### src/rtl/reg_file_param.sv
// reg_file_param: DEPTH x WIDTH register file, one write port, two registered read ports.
// Define REGFILE_BYPASS_EN for write-first forwarding; the default build is read-first.
module reg_file_param #(
    parameter int WIDTH    = 8,
    parameter int DEPTH    = 8,
    parameter int ADDR_W   = $clog2(DEPTH),
    parameter bit ZERO_REG = 1'b0
) (
    input  logic              clock,
    input  logic              reset,
    input  logic              stall,
    input  logic              regWrite,
    input  logic [ADDR_W-1:0] writeRegister,
    input  logic [WIDTH-1:0]  writeData,
    input  logic [ADDR_W-1:0] readRegister1,
    input  logic [ADDR_W-1:0] readRegister2,
    input  logic              immediate,
    input  logic [WIDTH-1:0]  ltValue,
    output logic [WIDTH-1:0]  readData1,
    output logic [WIDTH-1:0]  readData2
);
`ifdef REGFILE_BYPASS_EN
    localparam bit BYPASS = 1'b1;
`else
    localparam bit BYPASS = 1'b0;
`endif

    logic [WIDTH-1:0] regs [DEPTH];
    logic             wr_en;
    logic [WIDTH-1:0] val1;
    logic [WIDTH-1:0] val2;

    // Register 0 reads as zero before any forwarding is considered.
    always_comb begin
        wr_en = regWrite && !(ZERO_REG && writeRegister == '0);
        val1  = (ZERO_REG && readRegister1 == '0) ? '0 :
                (BYPASS && regWrite && writeRegister == readRegister1) ? writeData :
                regs[readRegister1];
        val2  = immediate ? ltValue :
                (ZERO_REG && readRegister2 == '0) ? '0 :
                (BYPASS && regWrite && writeRegister == readRegister2) ? writeData :
                regs[readRegister2];
    end

    always_ff @(posedge clock or posedge reset) begin
        if (reset) begin
            for (int i = 0; i < DEPTH; i++) regs[i] <= '0;
        end else if (wr_en) begin
            regs[writeRegister] <= writeData;
        end
    end

    // Stall freezes only the read outputs; writes above proceed regardless.
    always_ff @(posedge clock or posedge reset) begin
        if (reset) begin
            readData1 <= '0;
            readData2 <= '0;
        end else if (!stall) begin
            readData1 <= val1;
            readData2 <= val2;
        end
    end

endmodule

### config.mk
export PLATFORM = sky130hd
export DESIGN_NAME = reg_file_param
export DESIGN_NICKNAME = d
export VERILOG_FILES = /design/src/rtl/reg_file_param.sv
export SDC_FILE = /design/constraint.sdc
export NUM_CORES = 1
export LEC_CHECK = 0
export CAP_MARGIN = 20
export CORE_MARGIN = 8
export CORE_UTILIZATION = 53
export CTS_BUF_LIST = sky130_fd_sc_hd__clkbuf_4
export CTS_CLUSTER_SIZE = 12
export DETAILED_ROUTE_END_ITERATION = 12
export PLACE_DENSITY = 0.82
export SLEW_MARGIN = 20
export SYNTH_ARGS = -nofsm -noshare
export SYNTH_HDL_FRONTEND = slang
export SYNTH_SLANG_ARGS = --single-unit
export TNS_END_PERCENT = 30
### constraint.sdc
create_clock -name clock -period 2.6 [get_ports clock]
set_clock_uncertainty 0.2 [all_clocks]
set_input_delay 0.39 -clock clock [delete_from_list [all_inputs] [get_ports clock]]
set_output_delay 0.39 -clock clock [all_outputs]
set_load 0.01 [all_outputs]
[After elaboration in Yosys (flattened, before gate mapping)]
Cells that the tools add are included.
Cells by class
  bitwise operators: 3
  magnitude comparators: 4
  multiplexer cells: 10
  reductions and logical operators: 1
Operators by type and width (number)
  64-bit bitwise mux: 1
  8-bit binary-select mux with 3-bit select: 2
  8-bit 2-to-1 mux: 6
  8-bit demux with 3-bit select: 1
  4-bit >= comparator, second input constant: 3
  3-bit inverter with 4-bit output: 3
  4-bit by 1-bit < comparator with 1-bit output, second input constant: 1
  1-bit logical AND: 1
Storage, ports and cells
  register bits: 80
  input bits: 30
  logic and storage cells: 28
  output and inout bits: 16

[Logic depth before layout (Yosys ltp)]
  depth in word-level cells: 6
  mapped depth: 6
  gate-level depth less buffers: 3

[Least setup slack after synthesis]
Ideal clock, no wire load.
  path type: input to register
  start point: input writeRegister[0]
  end point: register regs[24] in the netlist's numbering
  setup time: 125 ps
  cell stages on the path: 4
  path slack: 903 ps
  data required time: 2275 ps
  buffers on the path: 1
  data arrival time: 1372 ps
  cell sequence: buf_6 nand2b_4 nor3b_4 mux2_2
Between the ends
  cells in the longest elaborated chain, start to end: 6
  elaborated cells on any way between the ends: 7
  those cells by class: 2 x order compare; 3 x mux; 1 x bitwise; 1 x reduce/logical
RTL lines
  start, declared: line 13  | input logic [ADDR_W-1:0] writeRegister,
  3-bit inverter with 4-bit output (not written as such) *: line 49  | regs[writeRegister] <= writeData;
  4-bit >= comparator (not written as such) / 4-bit by 1-bit < comparator with 1-bit output (equally long branches): line 49
  1-bit logical AND (not written as such): line 49
  8-bit 2-to-1 mux (not written as such): line 49
  8-bit demux with 3-bit select *: line 49
  64-bit bitwise mux *: line 49
  end signal, assigned by index: line 49
  end, declared: line 28  | logic [WIDTH-1:0] regs [DEPTH];
Every way passes the cells marked *; elsewhere a longest branch is shown, timed or not.
A chain may end at the register's enable or synchronous reset.

[Final worst setup path]
  start point: register readData1[0]
  end point: output readData1[0]
RTL lines
  start, declared: line 19  | output logic [WIDTH-1:0] readData1,
  start signal, assigned: line 59  | readData1 <= val1;
No word-level cell between the ends.

==> metrics <==
Iter 0 DRT Violations 178; distinct cell type count of the synthesized netlist 32; final setup fails 0; Die X ~110 um; die area between 0.01 and 0.015 sq mm; CTS buffer count 9; first-pass GRT wire length around 17000 um; post-cts gate resize count 0; Cell Area, Synth roughly 0.0042 sq mm; Seq cells post-synth 80; FF-to-FF setup slack 1.05 ns; Max Fanout on Critical Path 2; Worst path top cell family by delay buffers and inverters; grt ovf 0; vias in the first global route approximately 3200; Core ar. a little under 0.008 sq mm; post-CTS setup buffer count 0; Reg area 0.002002 sq mm; area of the multi-input gates just over 0.002 sq mm; initial antenna violation count 0; largest net degree at the start of global routing 39; I/O Buffers 45; cell-by-cell trace of the critical path clkdlybuf4s50_1; WL met3 ~770 um; Slew @ Worst Pin between 0.5 and 0.6 ns; syn nets roughly 360; met2 wire len between 5000 and 6000 um; CTS root buf clkbuf_4; Post-synth EDFFs 0; H-tree depth 3; M1 WL ~4400 um; CP Launch Type register; DP HPWL ~7300 um; most frequent cells in the layout mux2_2 (91), dfrtp_1 (80), clkdlybuf4s50_1 (44), mux2i_1 (33), nand2_1 (23); Crit path arrival time ~1.4 ns; Seq/Total Area, Yosys 0.4758; Worst-Skew Late Latency around 0.44 ns; Clk pin slew, worst setup/hold paths ~0.13 ns; diode count 0; Die Y between 100 and 150 um; PD cells 675.2 mW/mm^2; Post-Synthesis Cells approximately 330; WP buf/inv 1; slowest CP cell clkdlybuf4s50_1; warning count from the yosys run 0; VDD IR max ~0.43 mV; total track usage 0.2022; num rows 32; final net count slightly above 400; synthesized area per cell between 10 and 15 sq um; worst stage delay on the critical path 0.54 ns; leak pwr between 2 and 2.5 nW; # IOs 46; Hold Path Class in2async; post-layout min period 1.940 ns; total length of routed wires 10740 um; First-pass DRT Iterations 6; asr flop ratio synth 1.000; CTS Hold Bufs 0; Vias between 3000 and 4000; top routing layer used met4; final-layout fill cell count about 580; unrepaired setup endpoints after global routing no; Final Util 0.6460; DR WL/cell ~22 um; P&R area growth vs syn 18.64%; Crit path required time 2.01 ns; Final Hold Viols 0; status finished, final reports clean; MaxCap Viol Count 0; Top FF cell, synth dfrtp_1; fmax ~520 MHz; Initial Utilization 0.5445; setup_tns 0 ns; DRC viols 0; kind of critical path reg2out; commonest non-fill, non-tap cell in the layout mux2_2; vias per inst a little over 6; total power draw 3.371 mW; Final Cycle Share 0.7461; layout cell share with drive strength beyond 1 0.3479; CTS Sinks 80; routability cong. between 0.8 and 0.9; Slew Limit Fails 0; slew margin rel. 0.6213; CTS Buffer Depth 2; CTS tree built; Routed Antenna Nets 0; Setup crit end kind output pin
## Yosys cell counts (4+ instances only)
cell type | count | area share
a22oi_1 | 10 | 0.018
nand2_1 | 23 | 0.021
dfrtp_1 | 80 | 0.48
nand2b_1 | 5 | 0.0074
a31o_2 | 5 | 0.010
o21ai_0 | 5 | 0.0059
o22ai_1 | 8 | 0.012
clkbuf_1 | 5 | 0.0045
buf_6 | 5 | 0.013
o31ai_1 | 5 | 0.0089
a22o_1 | 5 | 0.010
nor2b_1 | 9 | 0.013
buf_4 | 4 | 0.0071
mux2i_1 | 33 | 0.079
mux2_2 | 91 | 0.24
## power breakdown
group / switching (mW) / internal, mW
Clock: 0.428 / 0.380
Sequential: 0.200 / 1.50
Combinational: 0.345 / 0.515
Total: 0.973 / 2.40
## registers in the layout, indices dropped and copies added, names as in the netlist
register and cells:
readData2 8, readData1 8, regs 64
## through the flow
step	instance area [sq um]	instances	hold slack, ns	worst slack [ns]
floorplan	4212	329	0.2896	0.9027
global placement	4838	474	0.2661	0.2760
detailed placement	4838	474	0.2781	0.2229
CTS	4992	490	0.1127	0.6231
global route	4992	490	0.1215	0.5794
finish	4992	490	0.1142	0.6600
## kinds of logic after synthesis
family	count (synthesis)	share of synthesized area
multiplexers	125	0.3256
flip-flops	80	0.4758
buffers and inverters	21	0.03211
AND/OR/NAND/NOR	50	0.07166
AO/OA/AOI/OAI	53	0.09486
## area by class of cell
cell class | count | share of cell area
Multi-Input combinational cell | 228 | 0.4148
Sequential cell | 80 | 0.4010
Timing Repair Buffer | 63 | 0.1263
Tap cell | 102 | 0.02556
Clock inverter | 7 | 0.01729
Clock buffer | 9 | 0.01353
Inverter | 1 | 0.001504
## per-layer routing
metal | GRT usage | up-vias
met3 | 0.06265 | 26
met4 | 0.09888 | 0
met1 | 0.2474 | 1548
met5 | 0 | -
li1 | - | 1348
met2 | 0.3176 | 132
## final timing paths
path	start	to	cells past startpoint
min	reset	readData1[4]	2
min reg2reg	readData1[6]	readData1[6]	2
max	readData1[0]	readData1[0]	1
min in group clock	readData1[6]	readData1[6]	2
max in group asynchronous	reset	regs[59]	3
max reg2reg	regs[20]	readData2[4]	3
No activity file was read; power rests on OpenSTA's default activity.
